**config.mk**
```make
export PLATFORM = sky130hd
export DESIGN_NAME = rvmyth_dac_feeder
export DESIGN_NICKNAME = d
export VERILOG_FILES = /design/src/rtl/rvmyth_dac_feeder.sv
export SDC_FILE = /design/constraint.sdc
export NUM_CORES = 1
export LEC_CHECK = 0
export ABC_AREA = 1
export BUFFER_PORTS_ARGS = -buffer_cell sky130_fd_sc_hd__clkbuf_2
export CORE_MARGIN = 4
export CORE_UTILIZATION = 56
export CTS_CLUSTER_SIZE = 25
export DETAILED_ROUTE_END_ITERATION = 8
export PLACE_DENSITY = 0.75
export SKIP_CTS_REPAIR_TIMING = 1
export SLEW_MARGIN = 20
export SYNTH_ARGS = -nofsm -noshare
export SYNTH_HDL_FRONTEND = slang
export SYNTH_SLANG_ARGS = --single-unit
export TNS_END_PERCENT = 10
```
**constraint.sdc**
```tcl
create_clock -name clk -period 5.6 [get_ports clk]
set_input_delay 0.56 -clock clk [delete_from_list [all_inputs] [get_ports clk]]
set_output_delay 0.56 -clock clk [all_outputs]
set_load 0.02 [all_outputs]
```
**src/rtl/rvmyth_dac_feeder.sv**
```systemverilog
// rvmyth_dac_feeder
//
// Sits between the RVMyth core's output bus and a DAC. Every change of the
// core output is captured into a small circular FIFO. A programmable pacer
// releases one sample per period to the DAC register. This absorbs bursty
// core writes while the DAC keeps a fixed, settled update rate. A sticky flag
// records any sample that was dropped because the FIFO was full.
//
// Ports
//   clk         PLL output clock; every flop updates on its rising edge
//   reset       synchronous reset, active low (0 = reset)
//   core_out    core output bus being monitored
//   en          1 = capture changes of core_out; 0 = capture frozen
//   rate_div    DAC update period in clk cycles (0 behaves as 1)
//   clr_ovf     clears the overflow flag; a drop on the same edge wins
//   dac_d       registered DAC code; holds its value between updates
//   dac_strobe  one-cycle pulse on the edge that dac_d updates
//   fifo_level  current FIFO occupancy, 0..DEPTH
//   overflow    sticky; set when a captured sample was dropped
module rvmyth_dac_feeder #(
    parameter int WIDTH = 10,
    parameter int DEPTH = 8,
    parameter int DIV_W = 8
) (
    input  logic                     clk,
    input  logic                     reset,
    input  logic [WIDTH-1:0]         core_out,
    input  logic                     en,
    input  logic [DIV_W-1:0]         rate_div,
    input  logic                     clr_ovf,
    output logic [WIDTH-1:0]         dac_d,
    output logic                     dac_strobe,
    output logic [$clog2(DEPTH):0]   fifo_level,
    output logic                     overflow
);

    localparam int AW = $clog2(DEPTH);
    localparam int PW = AW + 1;

    // Storage and state
    logic [WIDTH-1:0] mem_q [DEPTH];

    logic [WIDTH-1:0] last_cap_q, last_cap_d;
    logic [DIV_W-1:0] cnt_q,      cnt_d;
    logic [PW-1:0]    wr_ptr_q,   wr_ptr_d;
    logic [PW-1:0]    rd_ptr_q,   rd_ptr_d;
    logic [WIDTH-1:0] dac_d_q,    dac_d_d;
    logic             strobe_q,   strobe_d;
    logic             ovf_q,      ovf_d;

    // Control
    logic [PW-1:0]    level;
    logic             tick;
    logic             push;
    logic             pop;
    logic             full;
    logic             wr_en;
    logic             drop;
    logic [DIV_W-1:0] reload;

    // Pointers carry one extra wrap bit so full and empty are distinguishable
    // and the occupancy is a plain subtraction.
    assign level  = wr_ptr_q - rd_ptr_q;
    assign full   = (level == PW'(DEPTH));

    // Pacer reload value is period-1; a zero period behaves like period 1.
    assign reload = (rate_div == '0) ? '0 : rate_div - DIV_W'(1);
    assign tick   = (cnt_q == '0);

    assign push   = en && (core_out != last_cap_q);
    assign pop    = tick && (level != '0);
    // When full, a simultaneous pop frees the head slot, so the push still fits.
    assign wr_en  = push && (!full || pop);
    assign drop   = push && full && !pop;

    always_comb begin
        last_cap_d = last_cap_q;
        cnt_d      = cnt_q;
        wr_ptr_d   = wr_ptr_q;
        rd_ptr_d   = rd_ptr_q;
        dac_d_d    = dac_d_q;
        strobe_d   = 1'b0;
        ovf_d      = ovf_q;

        // last_cap tracks the bus even when the sample is dropped, so a
        // full FIFO does not cause a stream of repeated drops for one value.
        if (push) begin
            last_cap_d = core_out;
        end
        if (wr_en) begin
            wr_ptr_d = wr_ptr_q + PW'(1);
        end

        if (tick) begin
            cnt_d = reload;
        end else begin
            cnt_d = cnt_q - DIV_W'(1);
        end

        // Head is read from registered storage, so a sample written on
        // this edge cannot be popped until the following one.
        if (pop) begin
            dac_d_d  = mem_q[rd_ptr_q[AW-1:0]];
            strobe_d = 1'b1;
            rd_ptr_d = rd_ptr_q + PW'(1);
        end

        // A drop on the same edge as a clear keeps the flag set.
        if (drop) begin
            ovf_d = 1'b1;
        end else if (clr_ovf) begin
            ovf_d = 1'b0;
        end
    end

    always_ff @(posedge clk) begin
        if (!reset) begin
            last_cap_q <= '0;
            cnt_q      <= '0;
            wr_ptr_q   <= '0;
            rd_ptr_q   <= '0;
            dac_d_q    <= '0;
            strobe_q   <= 1'b0;
            ovf_q      <= 1'b0;
        end else begin
            last_cap_q <= last_cap_d;
            cnt_q      <= cnt_d;
            wr_ptr_q   <= wr_ptr_d;
            rd_ptr_q   <= rd_ptr_d;
            dac_d_q    <= dac_d_d;
            strobe_q   <= strobe_d;
            ovf_q      <= ovf_d;
        end
    end

    // FIFO storage has no reset; contents are meaningless once the pointers clear.
    always_ff @(posedge clk) begin
        if (reset && wr_en) begin
            mem_q[wr_ptr_q[AW-1:0]] <= core_out;
        end
    end

    assign dac_d      = dac_d_q;
    assign dac_strobe = strobe_q;
    assign fifo_level = level;
    assign overflow   = ovf_q;

endmodule
```
## Word level (Yosys, flattened, before mapping)

Memories as Yosys holds them, arrays and structs flattened. A register that Yosys moved wholly into a read port is not among the register bits.
Cells that the tools add are included.

| cells by class | value |
|---|---|
| reductions and logical operators | 14 |
| equal/unequal tests | 2 |
| add/subtract/negate cells | 5 |
| muxes and demuxes | 7 |

Operators by type and width:

| cell | count |
|---|---|
| zero test 8 bit | 2 |
| two-way mux 8 bit | 2 |
| subtractor 8 x 1 -> 8 bit, second input constant | 2 |
| inequality test 10 bit | 1 |
| adder 4 x 1 -> 4 bit, second input constant | 2 |
| logical AND 1 bit | 6 |
| two-way mux 1 bit | 5 |
| equality test 4 bit, second input constant | 1 |
| nonzero test 4 bit | 1 |
| subtractor 4 bit | 1 |
| zero test 1 bit | 3 |
| nonzero test 2 bit | 1 |
| logical OR 1 bit | 1 |

| storage, ports and cells | value |
|---|---|
| input port bits | 22 |
| logic and storage cells | 35 |
| output and inout bits | 16 |
| register bits | 28 |
| memory bits (writable) | 80 |
| memories | 1 |

Memories:

| memory | depth | width | rd ports | clocked after Yosys merged registers in | wr ports | RTL line | RTL |
|---|---|---|---|---|---|---|---|
| mem_q | 8 | 10 | 1 | 1 | 1 | 41 | `logic [WIDTH-1:0] mem_q [DEPTH];` |

## Logic depth before layout (Yosys ltp)

Gate-level depths: netlist of the first run.

| depth | value |
|---|---|
| depth in word-level cells | 8 |
| mapped depth | 14 |
| gate-level depth less buffers | 13 |

## Worst setup path before layout of the first run

No wires, ideal clock.

| timing | value |
|---|---|
| path type | register to register |
| start point | reg rd_ptr_q[1] |
| end point | mem mem_q[7][0], enable pin |
| cell stages (with the launch flop) | 12 |
| period minus slack after synthesis | 2663 ps |
| setup slack | 2937 ps |
| setup time | 376 ps |
| arrival time | 2287 ps |
| data required time | 5224 ps |
| path through | dfxtp_1 > inv_1 > clkbuf_1 > fa_1 > nor2_1 > nand2_1 > nor2_2 > nand2_2 > nand3_4 > inv_2 > nand2_1 > nor2_1 |

| between the ends | value |
|---|---|
| word-level cells in the longest chain between the ends | 8 |
| elaborated cells between the ends (all ways) | 10 |
| classes of those cells | add/sub (1); eq/ne (1); mux (2); reduce/logical (6) |

RTL lines:

| element | RTL line | RTL |
|---|---|---|
| start: declaration | 46 | `logic [PW-1:0] rd_ptr_q, rd_ptr_d;` |
| start signal: assignment | 129 | `rd_ptr_q <= rd_ptr_d;` |
| subtractor 4 bit (*) | 63 | `assign level = wr_ptr_q - rd_ptr_q;` |
| via fifo_level[1] | 33 | `output logic [$clog2(DEPTH):0] fifo_level,` |
| equality test 4 bit or nonzero test 4 bit (tied branches) | 64, 71 |  |
| zero test 1 bit or logical AND 1 bit (tied branches) | 73, 71 |  |
| logical OR 1 bit (*) | 73 | `assign wr_en = push && (!full \|\| pop);` |
| logical AND 1 bit (*) | 73 |  |
| logical AND 1 bit (*) | 138 | `if (reset && wr_en) begin` |
| two-way mux 1 bit (*) | 138 |  |
| two-way mux 1 bit (not written as such) (*) | 139 | `mem_q[wr_ptr_q[AW-1:0]] <= core_out;` |
| end: declaration | 41 |  |

The timed path passes the listed nets; every way through them passes the cells marked *.

## Final worst setup path of the first run

| timing | value |
|---|---|
| start point | reg rd_ptr_q[1] |
| end point | mem mem_q[3][4], enable pin |

| between the ends | value |
|---|---|
| word-level cells in the longest chain between the ends | 8 |
| elaborated cells between the ends (all ways) | 10 |
| classes of those cells | add/sub (1); eq/ne (1); mux (2); reduce/logical (6) |

RTL lines:

| element | RTL line |
|---|---|
| subtractor 4 bit (*) | 63 |
| equality test 4 bit or nonzero test 4 bit (tied branches) | 64, 71 |
| zero test 1 bit or logical AND 1 bit (tied branches) | 73, 71 |
| logical OR 1 bit (*) | 73 |
| logical AND 1 bit (*) | 73 |
| logical AND 1 bit (*) | 138 |
| two-way mux 1 bit (*) | 138 |
| two-way mux 1 bit (not written as such) (*) | 139 |

Every way passes the cells marked *; elsewhere a longest branch is shown, timed or not.

==> metrics.log, run 1 <==
[metrics] data required time of the worst path: 5.74 ns
[metrics] class of the most critical hold timing path: in2reg
[metrics] highest clock rate: 282.6 MHz
[metrics] smallest setup slack after layout: 2.061 ns
[metrics] via density per instance: 5.654
[metrics] global-route wire length before repair: 19490 µm
[metrics] placer congestion estimate: 0.9491
[metrics] initial core utilization: 57.18%
[metrics] Non-Filler Instances: 709
[metrics] slowest stage delay, CP: 0.72 ns
[metrics] GRT Max-Usage Layer: met2
[metrics] detailed-route via count: 4009
[metrics] transition time at the pin with the least slew margin: 1.001 ns
[metrics] met3 track demand over resource in global routing: 6.300%
[metrics] Final Hold Fails: 0
[metrics] Mapped Area: 0.005259 mm²
[metrics] setup skew after layout: 0.006048 ns
[metrics] crit-path leading delay family: simple AND/OR/NAND/NOR gates
[metrics] top-level I/O count: 38
[metrics] library cell contributing the largest single delay on the critical path: sky130_fd_sc_hd__dfxtp_1
[metrics] number of inserted diodes: 0
[metrics] met1 Usage GRT: 30.67%
[metrics] H-tree depth: 4
[metrics] most common cell after layout, fill and taps aside: sky130_fd_sc_hd__nor2_1
[metrics] gate count of the mapped netlist: 551
[metrics] final count of negative-setup-slack endpoints: 0
[metrics] Sum Neg Setup Slack: 0 ns
[metrics] via count of the first global-routing pass: 3822
[metrics] std cell rows: 35
[metrics] category of the worst setup path capture point: flop
[metrics] list of cells traversed by the critical path: inv_1 -> fa_1 -> xnor2_1 -> nand2_1 -> nor2_2 -> nand2_2 -> nand4_1 -> nor2_1
[metrics] Skew-Pair Late Insertion Delay: 0.51 ns
[metrics] type of origin of the critical path: flop
[metrics] unrepaired setup endpoints after global routing: no
[metrics] post-synthesis sequential area ratio: 60.15%
[metrics] CP arrival: 3.68 ns
[metrics] post-synth cell types: 30
[metrics] largest net degree at the start of global routing: 46
[metrics] final routed wire length divided by cell count: 17.16 µm
[metrics] power density of the placed cells: 536.8 mW/mm²
[metrics] share of final-layout standard cells stronger than drive strength 1: 14.38%
[metrics] number of buffers created by CTS: 17
[metrics] maximum vdd drop: 0.3008 mV
[metrics] final critical-path share of the clock period: 63.19%
[metrics] half-perimeter wire length after detailed placement: 8326 µm
[metrics] area of the die: 0.01101 mm²
[metrics] area added between synthesis and finish: 14.56%
[metrics] Core Box Area: 0.009196 mm²
[metrics] worst-path maximum fanout: 24
[metrics] worst hold slack across all endpoints: 0.2966 ns
[metrics] Clock Sink Count: 118
[metrics] initial antenna violation count: 0
[metrics] Total Nets Final: 616
[metrics] met2 track demand over resource in global routing: 37.21%
[metrics] run status: complete, no violations
[metrics] Final Max Tran Viols: 0
[metrics] total wire length after detailed routing: 12170 µm
[metrics] clock-pin slew on the worst setup and hold paths: 0.06 ns
[metrics] Chip Width: 104.9 µm
[metrics] leak pwr: 2.446 nW
[metrics] CTS Buffer Depth: 2
[metrics] number of remaining DRC errors: 0
[metrics] Post-Place Setup Slack: 2.117 ns
[metrics] GRT Util Overall: 23.26%
[metrics] CTS tree: yes
[metrics] antenna violation net count after detailed routing: 0
[metrics] Period minus WS final: 3.539 ns
[metrics] Max transition margin: 33.17%
[metrics] max-cap violations: 0
[metrics] number of buffers added on ports: 37
[metrics] number of violations reported at the end of detailed-routing iteration 0: 343
[metrics] remaining global-route overflow: 0
[metrics] synthesized netlist net count: 582
[metrics] most frequent cells in the layout: sky130_fd_sc_hd__nor2_1, sky130_fd_sc_hd__nand2_1, sky130_fd_sc_hd__edfxtp_1
[metrics] share of the core filled with cells in the final layout: 65.51%
[metrics] type of the setup path with the least slack: reg2reg
[metrics] Yosys warning count: 0
[metrics] clock root buffer: sky130_fd_sc_hd__clkbuf_8
[metrics] cell count after placement: 677
[metrics] Crit path buffers/inverters: 1
[metrics] number of detailed-routing iterations run before antenna repair: 5
[metrics] die boundary height: 104.9 µm
[metrics] synthesized flop and latch total: 118
[metrics] synthesized area per cell: 9.544 µm²
cell usage after synthesis, drive strengths merged:
library cell	number	share of area, %
a21oi	14	1.4
nor2	120	9.0
nand4	7	0.83
fa	1	0.38
nand2	93	7.2
edfxtp	80	46
nand3	15	1.8
buf	11	1.6
clkbuf	12	0.88
o21ai	65	6.2
dfxtp	38	14
o22ai	21	2.5
ha	8	1.9
xnor2	6	1.0
or2	2	0.24
xor2	9	1.5
nor3	1	0.095
inv	48	3.4
metal layers:
layer / wire (µm) / vias to the layer above
met5: 0 / -
met4: 200 / 0
met3: 1116 / 23
met2: 5923 / 209
met1: 4929 / 1862
li1: - / 1915
power breakdown:
group | internal (mW) | leakage [nW] | switching, mW | total, mW
Combinational | 0.347 | 1.13 | 0.765 | 1.11
Sequential | 1.04 | 1.03 | 0.0720 | 1.12
Clock | 0.648 | 0.277 | 0.358 | 1.01
registers in the layout, indices dropped and copies added (netlist names):
register	count
mem_q	80
dac_d	10
last_cap_q	10
cnt_q	8
rd_ptr_q	4
wr_ptr_q	4
dac_strobe	1
overflow	1
metrics by stage:
step | power, mW | cell area, µm²
floorplan | 1.955 | 5259
global placement | 2.190 | 5461
detailed placement | 2.220 | 5461
CTS | 3.239 | 6025
global route | 3.432 | 6025
finish | 3.234 | 6025
layout make-up:
type	instances	area, µm²
clock inverters	8	70.07
well taps	111	138.9
repair buffers	38	192.7
flip-flops and latches	118	3163
multi-input cells	362	1787
fillers	733	3172
inverters	48	180.2
clock buffers	24	493.0
cells by family after synthesis:
kind of cell / Yosys count / synth area share, %
AO/OA/AOI/OAI: 100 / 10.09
AND/OR/NAND/NOR: 238 / 19.11
flip-flops: 118 / 60.15
buffers and inverters: 71 / 5.877
adder cells (fa/ha/maj): 9 / 2.284
XOR/XNOR: 15 / 2.498
path summary, 6_finish.rpt:
check | to | slack (ns) | from | cells past startpoint
min reg2reg | overflow | 0.47 | overflow | 2
min | overflow | 0.30 | clr_ovf | 4
max reg2reg | mem_q[3][4] | 2.06 | rd_ptr_q[1] | 8
max | mem_q[3][4] | 2.06 | rd_ptr_q[1] | 8
worst reg2reg max path: stages (launching register included):
cell and delay [ns]:
sky130_fd_sc_hd__dfxtp_1 0.72, sky130_fd_sc_hd__inv_1 0.48, sky130_fd_sc_hd__fa_1 0.54, sky130_fd_sc_hd__xnor2_1 0.19
sky130_fd_sc_hd__nand2_1 0.11, sky130_fd_sc_hd__nor2_2 0.06, sky130_fd_sc_hd__nand2_2 0.13, sky130_fd_sc_hd__nand4_1 0.25
sky130_fd_sc_hd__nor2_1 0.69
Power figures use the tool's default switching activity.
==> inputs of run 2 (changes only) <==
==> constraint.sdc (replaced) <==
create_clock -name clk -period 3.41 [get_ports clk]
set_input_delay 0.341 -clock clk [delete_from_list [all_inputs] [get_ports clk]]
set_output_delay 0.341 -clock clk [all_outputs]
set_load 0.02 [all_outputs]
==> run 2 against run 1 <==
Fmax up 21%. Critical path depth unchanged. Worst setup slack worse by 1.6 ns.
==> metrics.log, run 2 (synthesis gave the netlist of run 1 again) <==
[metrics] most common cell after layout, fill and taps aside: sky130_fd_sc_hd__nor2_1
[metrics] Period minus WS final: 2.914 ns (-0.6253 ns)
[metrics] clock root buffer: sky130_fd_sc_hd__clkbuf_8
[metrics] area of the die: 0.01101 mm² (unchanged)
[metrics] Crit path buffers/inverters: 2 (+1)
[metrics] Final Hold Fails: 0 (unchanged)
[metrics] slowest stage delay, CP: 0.88 ns (+0.16 ns)
[metrics] final count of negative-setup-slack endpoints: 0 (unchanged)
[metrics] unrepaired setup endpoints after global routing: no
[metrics] final critical-path share of the clock period: 85.44% (+22 points)
[metrics] std cell rows: 35 (unchanged)
[metrics] clock-pin slew on the worst setup and hold paths: 0.06 ns (about the same)
[metrics] type of the setup path with the least slack: reg2reg
[metrics] highest clock rate: 343.2 MHz (+21%)
[metrics] setup skew after layout: 0.007148 ns (+0.001100 ns)
[metrics] Final Max Tran Viols: 0 (unchanged)
[metrics] library cell contributing the largest single delay on the critical path: sky130_fd_sc_hd__clkinv_1
[metrics] number of remaining DRC errors: 0 (unchanged)
[metrics] transition time at the pin with the least slew margin: 0.9698 ns (-0.03150 ns)
[metrics] total wire length after detailed routing: 12150 µm (-0.20%)
[metrics] worst-path maximum fanout: 44 (+83%)
[metrics] placer congestion estimate: 0.9089 (-4.2%)
[metrics] Sum Neg Setup Slack: 0 ns (unchanged)
[metrics] share of the core filled with cells in the final layout: 65.84% (+0.33 points)
[metrics] Max transition margin: 34.95% (+1.8 points)
[metrics] most frequent cells in the layout: sky130_fd_sc_hd__nor2_1, sky130_fd_sc_hd__nand2_1, sky130_fd_sc_hd__edfxtp_1
[metrics] data required time of the worst path: 3.82 ns (-1.92 ns)
[metrics] Clock Sink Count: 118 (unchanged)
[metrics] via count of the first global-routing pass: 3842 (+0.52%)
[metrics] initial antenna violation count: 0 (unchanged)
[metrics] run status: complete, no violations
[metrics] share of final-layout standard cells stronger than drive strength 1: 15.31% (+0.93 points)
[metrics] H-tree depth: 4 (unchanged)
[metrics] via density per instance: 5.667 (+0.22%)
[metrics] number of inserted diodes: 0 (unchanged)
[metrics] initial core utilization: 57.18% (unchanged)
[metrics] global-route wire length before repair: 19490 µm (about the same)
[metrics] category of the worst setup path capture point: flop
[metrics] Skew-Pair Late Insertion Delay: 0.52 ns (about the same)
[metrics] number of detailed-routing iterations run before antenna repair: 5 (unchanged)
[metrics] power density of the placed cells: 889.7 mW/mm² (+66%)
[metrics] max-cap violations: 0 (unchanged)
[metrics] number of violations reported at the end of detailed-routing iteration 0: 340 (-0.87%)
[metrics] largest net degree at the start of global routing: 45 (-2.2%)
[metrics] detailed-route via count: 4035 (+0.65%)
[metrics] flip-flop count of the largest register after layout: 80 (unchanged)
[metrics] leak pwr: 2.455 nW (+0.35%)
[metrics] remaining global-route overflow: 0 (unchanged)
[metrics] number of buffers created by CTS: 17 (unchanged)
[metrics] die boundary height: 104.9 µm (unchanged)
[metrics] antenna violation net count after detailed routing: 0 (unchanged)
[metrics] list of cells traversed by the critical path: buf_4 -> clkinv_1 -> o21ai_0 -> o22ai_1 -> nand2_1 -> nand2_1 -> o21ai_0 -> nor2_1
[metrics] class of the most critical hold timing path: in2reg
[metrics] GRT Util Overall: 23.30% (+0.040 points)
[metrics] CTS tree: yes
[metrics] half-perimeter wire length after detailed placement: 8280 µm (-0.55%)
[metrics] maximum vdd drop: 0.4087 mV (+36%)
[metrics] Chip Width: 104.9 µm (unchanged)
[metrics] CP arrival: 3.32 ns (-0.36 ns)
[metrics] Total Nets Final: 619 (+0.49%)
[metrics] CTS Buffer Depth: 2 (unchanged)
[metrics] area added between synthesis and finish: 15.13%
[metrics] number of buffers added on ports: 37 (unchanged)
[metrics] crit-path leading delay family: buffers and inverters
[metrics] final routed wire length divided by cell count: 17.06 µm (-0.62%)
[metrics] type of origin of the critical path: flop
[metrics] Core Box Area: 0.009196 mm² (unchanged)
[metrics] top-level I/O count: 38 (unchanged)
run 2: stage by stage:
stage               hold WS, ns  setup WS, ns  area, µm²  total power, mW  std cells
global placement         0.4562        0.6978       5484            3.630        680
finish                  0.07694        0.4964       6055            5.387        712
global route             0.1075        0.2853       6055            5.722        712
CTS                     0.06850        0.5332       6055            5.387        712
floorplan                0.4399        0.7469       5259            3.210        551
detailed placement       0.4589        0.5918       5484            3.673        680
run 2: tightest hold or removal path, cell delays in order:
cell and delay, ns:
sky130_fd_sc_hd__clkbuf_2 0.08, sky130_fd_sc_hd__inv_1 0.03, sky130_fd_sc_hd__nand2_1 0.04, sky130_fd_sc_hd__a21oi_1 0.05
run 2: final timing paths:
check	from	to	cells past startpoint	slack [ns]
worst max-delay path	rd_ptr_q[0]	dac_d[6]	8	0.50
worst min-delay path	clr_ovf	overflow	4	0.08
worst max register to register	rd_ptr_q[0]	dac_d[6]	8	0.50
worst min register to register	overflow	overflow	2	0.46
run 2: area by class of cell:
class,count,area (µm²)
Timing Repair Buffer,41,215.2
Clock buffer,19,421.7
Clock inverter,13,148.9
Inverter,48,180.2
Sequential cell,118,3163
Tap cell,111,138.9
Fill cell,724,3142
Multi-Input combinational cell,362,1787
run 2: routing by layer:
| layer | up-vias | track usage (%) | wire (µm) | share of wire, % |
|---|---|---|---|---|
| li1 | 1919 | - | - | - |
| met1 | 1880 | 30.06 | 5082 | 42 |
| met2 | 200 | 36.25 | 5655 | 47 |
| met3 | 36 | 7.165 | 1085 | 8.9 |
| met4 | 0 | 10.40 | 322 | 2.7 |
| met5 | - | 0 | 0 | 0 |
run 2: power breakdown:
part / internal, mW / total [mW] / leakage, nW / switching, mW
clock: 1.05 / 1.71 / 0.269 / 0.659
sequential: 1.71 / 1.80 / 1.03 / 0.0893
combinational: 0.581 / 1.88 / 1.15 / 1.30
total: 3.34 / 5.39 / 2.45 / 2.05
==> inputs of run 3 (changes only) <==
--- a/config.mk
+++ b/config.mk
@@ -12,6 +12,7 @@
 export CTS_CLUSTER_SIZE = 25
 export DETAILED_ROUTE_END_ITERATION = 8
 export PLACE_DENSITY = 0.75
+export RECOVER_POWER = 50
 export SKIP_CTS_REPAIR_TIMING = 1
 export SLEW_MARGIN = 20
 export SYNTH_ARGS = -nofsm -noshare
==> run 3 against run 2 <==
Global-route usage unchanged. Via count about the same. Utilization down 0.61 points. Power down 0.80%.
==> metrics.log, run 3 (synthesis gave the netlist of run 1 again) <==
[metrics] run status: complete, no violations
[metrics] Max transition margin: 35.36% (+0.41 points)
[metrics] area taken by flip-flops and latches: 0.003163 mm² (unchanged)
[metrics] global-route wire length before repair: 19490 µm (unchanged)
[metrics] placer congestion estimate: 0.9089 (unchanged)
[metrics] Skew-Pair Late Insertion Delay: 0.52 ns (about the same)
[metrics] largest net degree at the start of global routing: 45 (unchanged)
[metrics] clock power share: 32.0% (+0.3 points)
[metrics] leak pwr: 2.358 nW (-4.0%)
[metrics] multi-input combinational cell area: 0.001758 mm² (-1.6%)
[metrics] via count of the first global-routing pass: 3842 (unchanged)
[metrics] H-tree depth: 4 (unchanged)
[metrics] Endpoint, Worst Hold: overflow
[metrics] category of the worst setup path capture point: flop
[metrics] highest clock rate: 341.0 MHz (-0.65%)
[metrics] initial core utilization: 57.18% (unchanged)
[metrics] GRT Util Overall: 23.30% (unchanged)
[metrics] class of the most critical hold timing path: in2reg
[metrics] type of origin of the critical path: flop
[metrics] number of violations reported at the end of detailed-routing iteration 0: 389 (+14%)
[metrics] CP arrival: 3.08 ns (-0.24 ns)
[metrics] library cell contributing the largest single delay on the critical path: sky130_fd_sc_hd__nor2_1
[metrics] area added between synthesis and finish: 14.06%
[metrics] register-to-register path setup slack: 0.48 ns (-0.02 ns)
[metrics] area of the die: 0.01101 mm² (unchanged)
[metrics] initial antenna violation count: 0 (unchanged)
[metrics] remaining global-route overflow: 0 (unchanged)
[metrics] reg-to-reg critical path endpoint: mem_q[1][2]
[metrics] type of the setup path with the least slack: reg2reg
[metrics] number of buffers created by CTS: 17 (unchanged)
[metrics] setup skew after layout: 0.007267 ns (+0.0001190 ns)
[metrics] clock root buffer: sky130_fd_sc_hd__clkbuf_8
[metrics] cell count after placement: 680 (unchanged)
[metrics] final count of negative-setup-slack endpoints: 0 (unchanged)
[metrics] Period minus WS final: 2.933 ns (+0.01892 ns)
[metrics] number of remaining DRC errors: 0 (unchanged)
[metrics] via density per instance: 5.663 (about the same)
[metrics] transition time at the pin with the least slew margin: 0.9636 ns (-0.006154 ns)
[metrics] Filler cells: 735 (+1.5%)
[metrics] die boundary height: 104.9 µm (unchanged)
[metrics] maximum vdd drop: 0.4085 mV (about the same)
[metrics] CTS tree: yes
[metrics] relative contribution of sequential cells to total power: 33.7% (+0.3 points)
[metrics] hold wc startpoint: clr_ovf
[metrics] power density of the placed cells: 890.9 mW/mm² (+0.14%)
[metrics] most common cell after layout, fill and taps aside: sky130_fd_sc_hd__nor2_1
[metrics] Total Nets Final: 619 (unchanged)
[metrics] flip-flop count of the largest register after layout: 80 (unchanged)
[metrics] data required time of the worst path: 3.56 ns (-0.26 ns)
[metrics] Final Hold Fails: 0 (unchanged)
[metrics] worst-path maximum fanout: 22 (-50%)
[metrics] Clock Sink Count: 118 (unchanged)
[metrics] number of buffers added on ports: 37 (unchanged)
[metrics] antenna violation net count after detailed routing: 0 (unchanged)
[metrics] most frequent cells in the layout: sky130_fd_sc_hd__nor2_1, sky130_fd_sc_hd__nand2_1, sky130_fd_sc_hd__edfxtp_1
[metrics] switching part of the total: 37.99% (about the same)
[metrics] Core Box Area: 0.009196 mm² (unchanged)
[metrics] Sum Neg Setup Slack: 0 ns (unchanged)
[metrics] Non-Filler Instances: 712 (unchanged)
[metrics] depth of the worst register-to-register path: 8 (unchanged)
[metrics] Chip Width: 104.9 µm (unchanged)
[metrics] worst r2r src: rd_ptr_q[1]
[metrics] number of detailed-routing iterations run before antenna repair: 5 (unchanged)
[metrics] total wire length after detailed routing: 12200 µm (+0.41%)
[metrics] detailed-route via count: 4032 (-0.074%)
[metrics] NetSw: 2.030 mW (-0.77%)
[metrics] Final Max Tran Viols: 0 (unchanged)
[metrics] Min-Delay Path Depth: 4 (unchanged)
[metrics] share of final-layout standard cells stronger than drive strength 1: 10.82% (-4.5 points)
[metrics] clock-pin slew on the worst setup and hold paths: 0.06 ns (about the same)
[metrics] timing startpoint of the critical path: rd_ptr_q[1]
[metrics] std cell rows: 35 (unchanged)
[metrics] half-perimeter wire length after detailed placement: 8280 µm (unchanged)
[metrics] internal power consumption: 3.314 mW (-0.81%)
[metrics] Logic pwr share: 34.2% (-0.7 points)
[metrics] max-cap violations: 0 (unchanged)
[metrics] CTS Buffer Depth: 2 (unchanged)
[metrics] slowest stage delay, CP: 0.70 ns (-0.18 ns)
[metrics] unrepaired setup endpoints after global routing: no
[metrics] top-level I/O count: 38 (unchanged)
[metrics] number of inserted diodes: 0 (unchanged)
[metrics] list of cells traversed by the critical path: inv_1 -> fa_1 -> xnor2_1 -> nand2_1 -> nor2_2 -> nand2_2 -> nand4_1 -> nor2_1
[metrics] final critical-path share of the clock period: 86.00% (+0.55 points)
[metrics] final routed wire length divided by cell count: 17.13 µm (+0.41%)
run 3: cell types whose count changed in the layout (fill, tap and decap cells not counted):
cell	previous run	this run
sky130_fd_sc_hd__inv_1	42	43
sky130_fd_sc_hd__nor2_2	3	2
sky130_fd_sc_hd__clkbuf_2	37	15
sky130_fd_sc_hd__nor2_8	1	0
sky130_fd_sc_hd__inv_2	5	4
sky130_fd_sc_hd__nand2_1	86	88
sky130_fd_sc_hd__clkbuf_1	2	24
sky130_fd_sc_hd__nand2_2	5	4
sky130_fd_sc_hd__nor2_1	116	118
sky130_fd_sc_hd__nand2_4	2	1
run 3: how the worst max path moves through the flow:
| stage | slack [ns] | depth (start not counted) | to |
|---|---|---|---|
| finish | 0.48 | 8 | mem_q[1][2] |
| global placement | 0.70 | 12 | mem_q[7][2] |
| global route | 0.25 | 8 | mem_q[1][2] |
| floorplan | 0.75 | 11 | mem_q[7][0] |
| detailed placement | 0.59 | 8 | mem_q[1][5] |
| CTS | 0.53 | 8 | mem_q[1][2] |
run 3: through the flow:
stage | setup WS [ns] | power, mW | area [µm²] | util [%] | hold WS (ns)
6_report | 0.4775 | 5.344 | 5998 | 65.22 | 0.07667
5_1_grt | 0.2523 | 5.674 | 5998 | 65.22 | 0.1075
4_1_cts | 0.5332 | 5.387 | 6055 | 65.84 | 0.06850
3_5_place_dp | 0.5918 | 3.673 | 5484 | 59.63 | 0.4589
3_3_place_gp | 0.6978 | 3.630 | 5484 | 59.63 | 0.4562
2_1_floorplan | 0.7469 | 3.210 | 5259 | - | 0.4399
run 3: worst max-delay path: cells and delay by family (launching register included):
kind,cells,cell delay (ns)
xor gates and xnor gates,1,0.18
and+or+nand+nor,5,1.22
DFF,1,0.33
buffers and inverters,1,0.28
adders and majority gates,1,0.53
run 3: metal layers:
metal / track usage (%) / vias to the layer above / share of wire, %
met1: 30.06 / 1890 / 42
met4: 10.40 / 0 / 2.5
met2: 36.25 / 185 / 46
li1: - / 1924 / -
met3: 7.165 / 33 / 8.9
met5: 0 / - / 0
run 3: layout make-up:
type                    count  area share, %
clock buffers              19          7.030
clock inverters            13          2.482
inverters                  48          3.004
multi-input cells         362          29.31
flip-flops and latches    118          52.73
well taps                 111          2.315
repair buffers             41          3.129
run 3: power groups by stage:
stage                     Sequential, mW  Clock [mW]  Combinational [mW]
after floorplan                     1.90           0                1.31
after global placement              1.83           0                1.80
after detailed placement            1.83           0                1.84
after CTS                           1.80        1.72                1.87
after global routing                1.83        1.80                2.05
final                               1.80        1.71                1.83
